[config.mk]
export PLATFORM = sky130hd
export DESIGN_NAME = seg_scan_ctrl
export DESIGN_NICKNAME = d
export VERILOG_FILES = /design/src/rtl/seg_pkg.sv /design/src/rtl/btn_debounce.sv /design/src/rtl/seg_scan_ctrl.sv
export SDC_FILE = /design/constraint.sdc
export NUM_CORES = 1
export LEC_CHECK = 0
export ABC_AREA = 1
export BUFFER_PORTS_ARGS = -buffer_cell sky130_fd_sc_hd__buf_2
export CORE_MARGIN = 2
export CORE_UTILIZATION = 51
export DETAILED_ROUTE_END_ITERATION = 6
export PLACE_DENSITY = 0.77
export SLEW_MARGIN = 30
export SYNTH_ARGS = -nofsm -noshare
export SYNTH_HDL_FRONTEND = slang
export SYNTH_SLANG_ARGS = --single-unit
[constraint.sdc]
create_clock -name clk -period 2.2 [get_ports clk]
set_clock_uncertainty 0.05 [all_clocks]
set_input_delay 0.11 -clock clk [delete_from_list [all_inputs] [get_ports clk]]
set_output_delay 0.11 -clock clk [all_outputs]
set_load 0.005 [all_outputs]
[src/rtl/seg_pkg.sv]
// Shared constants, state type and digit-select helper for the seven-segment scan controller.
package seg_pkg;

    localparam int unsigned DIG_W   = 4;
    localparam int unsigned BCD_W   = 20;
    localparam int unsigned WIN_W   = 2;
    localparam int unsigned SCAN_W  = 2;
    localparam int unsigned WIN_MAX = 2;

    localparam logic [DIG_W-1:0] GLYPH_BLANK = 4'hF;
    localparam logic [DIG_W-1:0] GLYPH_MINUS = 4'hA;

    typedef enum logic {
        IDLE = 1'b0,
        SHOW = 1'b1
    } state_e;

    // Select BCD digit idx (0 = least significant) from the packed product.
    function automatic logic [DIG_W-1:0] bcd_pick(input logic [BCD_W-1:0] bcd, input logic [2:0] idx);
        logic [DIG_W-1:0] d;
        case (idx)
            3'd0:    d = bcd[3:0];
            3'd1:    d = bcd[7:4];
            3'd2:    d = bcd[11:8];
            3'd3:    d = bcd[15:12];
            3'd4:    d = bcd[19:16];
            default: d = GLYPH_BLANK;
        endcase
        return d;
    endfunction

endpackage

[src/rtl/btn_debounce.sv]
// Two-flop synchronizer, stability counter and rising-edge press pulse for one raw button.
module btn_debounce #(
    parameter int unsigned DEBOUNCE_CYCLES = 8
) (
    input  logic clk,
    input  logic rst_n,
    input  logic btn_i,
    output logic press_o
);

    localparam int unsigned CNT_W = (DEBOUNCE_CYCLES > 1) ? $clog2(DEBOUNCE_CYCLES) : 1;
    localparam logic [CNT_W-1:0] CNT_LAST = CNT_W'(DEBOUNCE_CYCLES - 1);

    logic [1:0]       sync_q;
    logic [CNT_W-1:0] cnt_q, cnt_d;
    logic             level_q, level_d;
    logic             press_q, press_d;

    // A differing sample run of DEBOUNCE_CYCLES flips the level; any matching sample restarts the run.
    always_comb begin
        cnt_d   = '0;
        level_d = level_q;
        press_d = 1'b0;
        if (sync_q[1] != level_q) begin
            if (cnt_q == CNT_LAST) begin
                level_d = sync_q[1];
                press_d = sync_q[1];
            end else begin
                cnt_d = cnt_q + CNT_W'(1);
            end
        end
    end

    always_ff @(posedge clk or negedge rst_n) begin
        if (!rst_n) begin
            sync_q  <= '0;
            cnt_q   <= '0;
            level_q <= 1'b0;
            press_q <= 1'b0;
        end else begin
            sync_q  <= {sync_q[0], btn_i};
            cnt_q   <= cnt_d;
            level_q <= level_d;
            press_q <= press_d;
        end
    end

    assign press_o = press_q;

endmodule

[src/rtl/seg_scan_ctrl.sv]
// Seven-segment scheduler: blanks until a product is final, then scans a scrollable
// three-digit window of the BCD product plus a sign slot.
module seg_scan_ctrl
    import seg_pkg::*;
#(
    parameter int unsigned REFRESH_DIV     = 4,
    parameter int unsigned DEBOUNCE_CYCLES = 8
) (
    input  logic              clk,
    input  logic              rst,
    input  logic              btn_left,
    input  logic              btn_right,
    input  logic              result_valid,
    input  logic              clear,
    input  logic [BCD_W-1:0]  bcd_in,
    input  logic              sign,
    output logic [3:0]        anode,
    output logic [DIG_W-1:0]  digit,
    output logic [WIN_W-1:0]  window
);

    localparam int unsigned DIV_W = (REFRESH_DIV > 1) ? $clog2(REFRESH_DIV) : 1;
    localparam logic [DIV_W-1:0] DIV_LAST = DIV_W'(REFRESH_DIV - 1);
    localparam logic [WIN_W-1:0] WIN_TOP  = WIN_W'(WIN_MAX);

    state_e              state_q, state_d;
    logic [DIV_W-1:0]    div_q, div_d;
    logic [SCAN_W-1:0]   scan_q, scan_d;
    logic [WIN_W-1:0]    win_q, win_d;
    logic [3:0]          anode_q, anode_d;
    logic [DIG_W-1:0]    digit_q, digit_d;
    logic [2:0]          slot_idx;
    logic                left_press, right_press;

    btn_debounce #(.DEBOUNCE_CYCLES(DEBOUNCE_CYCLES)) u_deb_left (
        .clk     (clk),
        .rst_n   (rst),
        .btn_i   (btn_left),
        .press_o (left_press)
    );

    btn_debounce #(.DEBOUNCE_CYCLES(DEBOUNCE_CYCLES)) u_deb_right (
        .clk     (clk),
        .rst_n   (rst),
        .btn_i   (btn_right),
        .press_o (right_press)
    );

    // Outputs are computed from the current state, but clear blanks them one cycle early.
    always_comb begin
        state_d  = state_q;
        div_d    = div_q;
        scan_d   = scan_q;
        win_d    = win_q;
        anode_d  = 4'hF;
        digit_d  = GLYPH_BLANK;
        slot_idx = 3'(win_q) + 3'(scan_q);

        case (state_q)
            IDLE: begin
                div_d  = '0;
                scan_d = '0;
                win_d  = '0;
                if (result_valid && !clear) begin
                    state_d = SHOW;
                end
            end
            SHOW: begin
                if (clear) begin
                    state_d = IDLE;
                    div_d   = '0;
                    scan_d  = '0;
                    win_d   = '0;
                end else begin
                    if (div_q == DIV_LAST) begin
                        div_d  = '0;
                        scan_d = scan_q + SCAN_W'(1);
                    end else begin
                        div_d = div_q + DIV_W'(1);
                    end

                    if (left_press && !right_press && (win_q != WIN_TOP)) begin
                        win_d = win_q + WIN_W'(1);
                    end else if (right_press && !left_press && (win_q != '0)) begin
                        win_d = win_q - WIN_W'(1);
                    end

                    anode_d = ~(4'b0001 << scan_q);
                    if (scan_q == SCAN_W'(3)) begin
                        digit_d = sign ? GLYPH_MINUS : GLYPH_BLANK;
                    end else begin
                        digit_d = bcd_pick(bcd_in, slot_idx);
                    end
                end
            end
            default: begin
                state_d = IDLE;
            end
        endcase
    end

    always_ff @(posedge clk or negedge rst) begin
        if (!rst) begin
            state_q <= IDLE;
            div_q   <= '0;
            scan_q  <= '0;
            win_q   <= '0;
            anode_q <= 4'hF;
            digit_q <= GLYPH_BLANK;
        end else begin
            state_q <= state_d;
            div_q   <= div_d;
            scan_q  <= scan_d;
            win_q   <= win_d;
            anode_q <= anode_d;
            digit_q <= digit_d;
        end
    end

    assign anode  = anode_q;
    assign digit  = digit_q;
    assign window = win_q;

endmodule

* After elaboration in Yosys (flattened, before gate mapping)
Index checks and enable logic that the tools add are counted. Widths: inputs -> output; s select.
Storage, ports and cells: output and inout port bits 10, flip-flop bits (word level) 29
Cells by class: bitwise operators 2, reductions and logical operators 12, mux-type cells 28, shift operators 1, add/subtract/negate cells 7, eq/ne operators 13
Operator list (number):
- $mux 4 | 5
- $pmux 4 s5 | 1
- $mux 3 | 5
- $mux 2 | 7
- $pmux 2 s2 | 3
- $eq 3x3->1 const B | 3
- $add 2x1->2 const B | 3
- $add 3x1->3 const B | 2
- $eq 3x2->1 const B | 2
- $mux 1 | 6
- $logic_and 1x1->1 | 5
- $eq 2x2->1 const B | 2
- $ne 4x2->1 const B | 1
- $not 4->4 | 1
- $reduce_and 2->1 | 2
- $shl 1x2->4 const A | 1
- $add 2x2->3 | 1
- $eq 3x1->1 const B | 1
- $logic_not 1->1 | 3
- $logic_not 3->1 | 1
- $ne 3x2->1 const B | 1
- $ne 1x1->1 | 2
- $ne 2x2->1 const B | 1
- $pmux 1 s2 | 1
- 3 further kinds | 3

* Logic depth before layout (Yosys ltp)
Gate-level depths: netlist of the first run.
depth after elaboration 7, depth in mapped cells 11, depth with buffers taken out 10

* By module
From an unflattened synthesis of the first run, not the netlist that was laid out.
Second synthesis, totals: cells, all modules 160, area, all modules 1426.4 um2
By module, submodules not included:
- seg_scan_ctrl | cells an instance 114, instances 1, seq. area each 385.4 um2, area each 913.4 um2
- btn_debounce | cells an instance 23, instances 2, seq. area each 175.2 um2, area each 256.5 um2

* Worst setup path before layout of the first run
Ideal clock, no wire load.
kind flip-flop to flip-flop, from register win_q[0] (netlist: window[0]), to register digit_q[0] (netlist: digit[0]), data required time 2.072 ns, cell stages (with the launch flop) 12, slack 0.392 ns, data arrival time 1.680 ns, clock period less this slack 1.808 ns, setup time 0.078 ns, cells stage by stage dfrtp_1 -> ha_1 -> fa_1 -> buf_4 -> nor2_8 -> inv_2 -> nand2_2 -> nand2_1 -> nor2_1 -> nand2_1 -> nand2_1 -> nand2_1
Between the ends: longest elaborated chain between the ends 6, elaborated cells on any way between the ends 10
Ends and longest elaborated chain:
- start, declared | line seg_scan_ctrl.sv:29 | logic [WIN_W-1:0] win_q, win_d;
- start signal, assigned | line seg_scan_ctrl.sv:114 | win_q <= win_d;
- $add 2x2->3 * | line seg_scan_ctrl.sv:57 | slot_idx = 3'(win_q) + 3'(scan_q);
- $eq 3x3->1 (tied with other cells) | line seg_pkg.sv:21 | case (idx)
- $pmux 4 s5 * | line seg_pkg.sv:21
- $mux 4 * | line seg_scan_ctrl.sv:89 | if (scan_q == SCAN_W'(3)) begin
- $mux 4 * | line seg_scan_ctrl.sv:69 | if (clear) begin
- $mux 4 * | line seg_scan_ctrl.sv:59 | case (state_q)
- named net digit_d[0] | line seg_scan_ctrl.sv:31 | logic [DIG_W-1:0] digit_q, digit_d;
- end signal, assigned | line seg_scan_ctrl.sv:116 | digit_q <= digit_d;
- end, declared | line seg_scan_ctrl.sv:31
The timed path passes the listed nets; every way through them passes the cells marked *. A chain may end at the register's enable or synchronous reset.

* Worst setup path in the final report of the first run
from register scan_q[0], to register digit_q[2] (netlist: digit[2])
Between the ends: longest elaborated chain between the ends 6, elaborated cells on any way between the ends 11
Ends and longest elaborated chain:
- start, declared | line seg_scan_ctrl.sv:28 | logic [SCAN_W-1:0] scan_q, scan_d;
- start signal, assigned | line seg_scan_ctrl.sv:113 | scan_q <= scan_d;
- $add 2x2->3 | line seg_scan_ctrl.sv:57
- $eq 3x3->1 (tied with other cells) | line seg_pkg.sv:21
- $pmux 4 s5 | line seg_pkg.sv:21
- $mux 4 * | line seg_scan_ctrl.sv:89
- $mux 4 * | line seg_scan_ctrl.sv:69
- $mux 4 * | line seg_scan_ctrl.sv:59
- named net digit_d[2] | line seg_scan_ctrl.sv:31
Marks and branches as above.

==> results of run 1 <==
==> stage by stage <==
step | area (um2) | utilization [%] | setup slack (ps) | instances | hold WS, ps
floorplan | 1430 | - | 392.1 | 155 | -235.6
global route | 1798 | 66.34 | 47.00 | 234 | 26.16
CTS | 1795 | 66.25 | 82.40 | 234 | 16.29
global placement | 1623 | 59.88 | 194.3 | 219 | 102.8
detailed placement | 1623 | 59.88 | 92.57 | 219 | 112.6
finish | 1798 | 66.34 | 182.9 | 234 | 38.04
==> cell usage in the layout (no fill, tap or decap), types with 7 or more instances in the layout <==
| cell | n |
|---|---|
| dfrtp_1 | 21 |
| inv_1 | 23 |
| buf_2 | 36 |
| dfstp_2 | 8 |
| nor2_1 | 21 |
| dlygate4sd3_1 | 7 |
| nand3_1 | 14 |
| ha_1 | 10 |
| nand2_1 | 23 |
==> power by group through the flow <==
stage          registers (mW)  clock network, mW  logic (mW)
2_1_floorplan           0.647                  0       0.158
3_3_place_gp            0.650                  0       0.213
3_5_place_dp            0.655                  0       0.224
4_1_cts                 0.645              0.550       0.236
5_1_grt                 0.654              0.575       0.276
6_report                0.643              0.538       0.235
==> flip-flops by register name, indices dropped and copies added, names as in the netlist <==
signal / cells
u_deb_left.cnt_q: 3
u_deb_right.cnt_q: 3
anode: 4
u_deb_right.level_q: 1
div_q: 2
scan_q: 2
u_deb_right.press_o: 1
window: 2
u_deb_left.level_q: 1
u_deb_left.press_o: 1
digit: 4
u_deb_right.sync_q: 2
u_deb_left.sync_q: 2
state_q: 1
==> worst max path at each step <==
stage                    from       end  cells past startpoint
CTS                 scan_q[0]  digit[2]                      7
global placement    scan_q[0]  digit[2]                      7
floorplan           window[0]  digit[0]                     11
detailed placement  scan_q[0]  digit[2]                      7
finish              scan_q[0]  digit[2]                      7
global route        scan_q[0]  digit[1]                      7
==> worst max-delay path, stage by stage (launching register included) <==
cell and delay, ps:
dfrtp_1 440, ha_1 220, fa_2 670, inv_1 110, nand3_1 160, o21ai_1 80, o21ai_1 160, nand2_1 70
==> cell type report <==
cell class,instances,area (um2),share of cell area (%)
clock inverter,3,65.06,3.619
sequential,29,735.7,40.92
multi-input combinational,98,576.8,32.08
timing repair buffer,43,250.2,13.92
tap,31,38.79,2.157
clock buffer,5,37.54,2.088
inverter,25,93.84,5.219
==> kinds of logic (layout without fill, tap and decap cells) <==
family / after synthesis / in the layout
flip-flops: 29 / 29
AND/OR/NAND/NOR: 71 / 71
AO/OA/AOI/OAI: 13 / 13
XOR/XNOR: 3 / 3
buffers and inverters: 28 / 76
adder cells (fa/ha/maj): 11 / 11
==> metal layers <==
layer	vias to the layer above	GRT usage [%]	part of all wire (%)
li1	586	-	-
met1	547	21.21	40
met2	43	33.33	52
met3	6	7.710	6.2
met4	0	8.970	1.8
met5	-	0	0
==> repair_timing <==
| action | CTS | global route |
|---|---|---|
| resized for setup | 0 | 1 |
| hold buffers | 7 | 0 |
| endpoints found under the setup margin | 0 | 3 |
| hold endpoints to repair | 28 | 0 |
==> impl_metrics.py, run 1 <==
metrics = {
    "worst_hold_path": {
        "min_path_type": "input pin to flop",
        "hold_depth": 3,
        "hold_start": "bcd_in[13]",
        "whs_endpoint": "digit[1]",
    },
    "floorplanning": {
        "initial_core_util_pct": 52.77,
        "fp.dieW_um": 56.96,
        "dieArea_mm2": 0.003244,
        "row_count": 19,
        "core_area_mm2": 0.002710,
        "die_y_um": 56.96,
        "ios": 37,
    },
    "logic_synthesis": {
        "async_flop_share_pct": 100.0,
        "synth_simple_gate_area_share_pct": 23.18,
        "ys_warn_count": 0,
        "syn_inst": 155,
        "synth_common_cells": "23 x inv_1, 23 x nand2_1, 21 x dfrtp_1, 21 x nor2_1, 14 x nand3_1",
        "synth.avg_cell_area_um2": 9.227,
        "synth_top_flop_cell": "dfrtp_1",
        "synth_top_area_share_pct": 36.75,
        "synth_xor_area_share_pct": 1.837,
        "synth_top_family_by_area": "simple AND/OR/NAND/NOR gates",
        "ys_types": 23,
        "syn-num-nets": 193,
        "synthAdderAreaFrac_pct": 10.15,
        "synth_area_mm2": 0.001430,
        "synth_area_leaders": "dfrtp_1 37%, dfstp_2 15%, ha_1 8.7%, inv_1 6.0%, nand2_1 6.0%",
        "synth_compound_area_share_pct": 4.987,
        "yosys.area.top_type": "dfrtp_1",
        "synth_mux_area_share_pct": 0,
        "synth_edf_count": 0,
        "ys_ff_latch": 29,
        "seq_area_frac_synth_pct": 51.44,
    },
    "power_and_ir_drop": {
        "peakVddDrop_mv": 0.6267,
        "p_per_area_mw_per_mm2": 787.2,
        "pwr-share-clk_pct": 38.0,
        "power_mw": 1.415,
        "p_sw_share_pct": 24.63,
        "switching_power_mw": 0.3487,
        "leakagePower_nw": 0.9108,
        "internal_power_mw": 1.067,
        "power_frac_comb_pct": 16.6,
        "seq_power_share_pct": 45.4,
    },
    "critical_path": {
        "rrSetupSlack_ps": 180,
        "cp_max_fo": 8,
        "worstPathArrival_ps": 2230,
        "crit_type": "flop to flop",
        "cp-end-kind": "flop",
        "r2r-end": "digit[2]",
        "worst_setup_path_start_kind": "flop",
        "r2r-start": "scan_q[0]",
        "r2r_cells": 7,
        "crit_required_ps": 2410,
    },
    "global_route": {
        "grt_use_total_pct": 19.48,
        "grt_pass1_vias": 1205,
        "grt-ovfl-total": 0,
        "antenna_found_initial": 0,
        "grt_pass1_wl_um": 4802,
        "grt_max_degree": 30,
    },
    "route": {
        "drt-total-wl_um": 2699,
        "drtAntennaViolNets": 0,
        "drtIter0Drc": 32,
        "wire_per_inst_um": 11.53,
        "dr.pass1.iters": 5,
        "avgViaCountPerCell": 5.051,
        "num_vias": 1182,
        "drc_errors": 0,
    },
    "finish": {
        "antennaDiodeCount": 0,
        "nFillCells": 219,
        "layout-drive-gt1-share_pct": 29.06,
        "area_growth_pct": 25.72,
        "layout.nets": 240,
    },
    "clocking": {
        "cts_made_buffers": 5,
        "path_clk_slew_ps": 90,
        "htreeDepth": 2,
        "cts_tree": "built",
        "cts-root-buf": "clkbuf_4",
        "post_cts_buffers": 0,
        "clock-sinks": 29,
        "clk_latency_ps": 330,
        "cts.path.max_buffers": 2,
    },
    "placement": {
        "gp_congestion": 0.8620,
        "port_buffers": 36,
        "hpwlAfterDp_um": 1994,
    },
    "timing": {
        "post-route-min-period_ps": 2017,
        "hold_viol_final": 0,
        "setup_tns_ps": 0,
        "finalCritPeriodShare_pct": 91.69,
        "fmax_mhz": 495.8,
        "setup_viol": 0,
        "tightest_slew_ps": 602.2,
        "slew_headroom_pct": 59.85,
        "grt_setup_unrepaired": "false",
        "report.final.slew_viol_count": 0,
    },
    "run_status": {
        "status": "finished, final reports clean",
    },
    "run": {
        "maxCapViolations": 0,
    },
}
(Power assumes the default switching activity.)
==> run 2, diff against run 1 <==
--- a/config.mk
+++ b/config.mk
@@ -6,7 +6,7 @@
 export NUM_CORES = 1
 export LEC_CHECK = 0
 export ABC_AREA = 1
-export BUFFER_PORTS_ARGS = -buffer_cell sky130_fd_sc_hd__buf_2
+export BUFFER_PORTS_ARGS = -buffer_cell sky130_fd_sc_hd__clkbuf_2
 export CORE_MARGIN = 2
 export CORE_UTILIZATION = 51
 export DETAILED_ROUTE_END_ITERATION = 6
==> impl_metrics.py, run 2 (synthesis results as in run 1) <==
metrics = {
    "finish": {
        "nFillCells": 242,
        "seq_area_um2": 735.7,
        "final_common_cell": "clkbuf_2",
        "layout-drive-gt1-share_pct": 29.06,
        "layout_common_cells": "36 x clkbuf_2, 23 x inv_1, 23 x nand2_1",
        "design_area_mm2": 0.001750,
        "antennaDiodeCount": 0,
        "layout.nets": 240,
        "area_growth_pct": 22.40,
        "multi_input_area_um2": 576.8,
        "final_core_util_pct": 64.59,
    },
    "worst_hold_path": {
        "min_path_type": "input pin to flop",
        "hold_depth": 3,
    },
    "placement": {
        "hpwlAfterDp_um": 1981,
        "port_buffers": 36,
        "gp_congestion": 0.8547,
        "post_dp_cell_area_mm2": 0.001623,
    },
    "power_and_ir_drop": {
        "leakagePower_nw": 0.9009,
        "power_mw": 1.193,
        "peakVddDrop_mv": 0.5936,
        "p_per_area_mw_per_mm2": 681.7,
    },
    "critical_path": {
        "crit_required_ps": 2420,
        "r2r_cells": 7,
        "cp_max_fo": 8,
        "cp-end-kind": "flop",
        "worst_setup_path_start_kind": "flop",
        "crit_type": "flop to flop",
        "worstPathArrival_ps": 2230,
    },
    "global_route": {
        "grt_pass1_wl_um": 4988,
        "grt-ovfl-total": 0,
        "grt_max_degree": 30,
        "antenna_found_initial": 0,
        "grt_use_total_pct": 19.97,
        "grt_pass1_vias": 1251,
    },
    "floorplanning": {
        "die_y_um": 56.96,
        "dieArea_mm2": 0.003244,
        "row_count": 19,
        "fp.dieW_um": 56.96,
        "ios": 37,
        "core_area_mm2": 0.002710,
        "initial_core_util_pct": 52.77,
    },
    "timing": {
        "hold_viol_final": 0,
        "slew_headroom_pct": 55.01,
        "fmax_mhz": 497.1,
        "setup_viol": 0,
        "tightest_slew_ps": 674.9,
        "post-route-min-period_ps": 2012,
        "finalCritPeriodShare_pct": 91.45,
        "report.final.slew_viol_count": 0,
        "grt_setup_unrepaired": "false",
        "setup_tns_ps": 0,
    },
    "clocking": {
        "cts_tree": "built",
        "cts.path.max_buffers": 2,
        "clock-sinks": 29,
        "htreeDepth": 2,
        "post_cts_buffers": 0,
        "path_clk_slew_ps": 90,
        "cts-root-buf": "clkbuf_4",
        "clk_latency_ps": 330,
        "cts_made_buffers": 5,
    },
    "route": {
        "num_vias": 1189,
        "wire_per_inst_um": 11.20,
        "drtIter0Drc": 27,
        "drc_errors": 0,
        "avgViaCountPerCell": 5.081,
        "drt-total-wl_um": 2620,
        "dr.pass1.iters": 4,
        "drtAntennaViolNets": 0,
    },
    "run_status": {
        "status": "finished, final reports clean",
    },
    "run": {
        "maxCapViolations": 0,
    },
}
==> run 2: changes by cell type in the layout (fill, tap and decap cells not counted), sizes merged <==
cell      before  now
clkinvlp       0    1
clkinv         1    2
buf           36    0
clkbuf         5   41
bufinv         2    0
==> run 2: worst paths after layout <==
path | slack (ps) | end | startpoint
hold / removal | 20 | digit[1] | bcd_in[13]
min in group asynchronous | 290 | u_deb_right.sync_q[0] | rst
setup / recovery | 190 | digit[2] | window[0]
max in group asynchronous | 1370 | div_q[1] | rst
hold reg to reg | 310 | u_deb_right.sync_q[1] | u_deb_right.sync_q[0]
setup reg to reg | 190 | digit[2] | window[0]
==> run 2: layout make-up <==
cell class              count  share of cell area, %
repair buffers             43                  14.30
clock inverters             3                  1.001
multi-input cells          98                  32.95
clock buffers               5                  2.144
well taps                  31                  2.216
inverters                  25                  5.361
flip-flops and latches     29                  42.03
==> run 2: routing by layer <==
metal	track usage [%]	up-vias	routed length, um
li1	-	588	-
met1	22.44	561	1020
met2	34.65	29	1403
met3	6.122	11	124
met4	9.302	0	72
met5	0	-	0
==> run 2: through the flow <==
step | setup WS (ps) | instances | hold slack, ps
finish | 188.2 | 234 | 18.62
global route | 69.07 | 234 | 32.70
CTS | 95.18 | 234 | 10.93
detailed placement | 110.1 | 219 | 137.8
global placement | 196.3 | 219 | 125.4
floorplan | 392.1 | 155 | -235.6
==> run 2: what timing repair did <==
item                                    4_1_cts  5_1_grt
hold buffers                                  7        0
endpoints found under the setup margin        0        3
resized for setup                             0        1
endpoints found under the hold margin        27        0
==> run 2: critical path, cell delays in order, from the launching register on <==
cell and delay, ps:
dfrtp_1 440, ha_1 230, fa_2 670, inv_1 110, nand3_1 170, o21ai_1 90
o21ai_1 140, nand2_1 60
==> run 2: power by group <==
| part | leakage [nW] | internal (mW) | total, mW | switching [mW] |
|---|---|---|---|---|
| clock network | 0.0310 | 0.120 | 0.311 | 0.190 |
| logic | 0.511 | 0.109 | 0.239 | 0.130 |
| registers | 0.359 | 0.607 | 0.644 | 0.0366 |
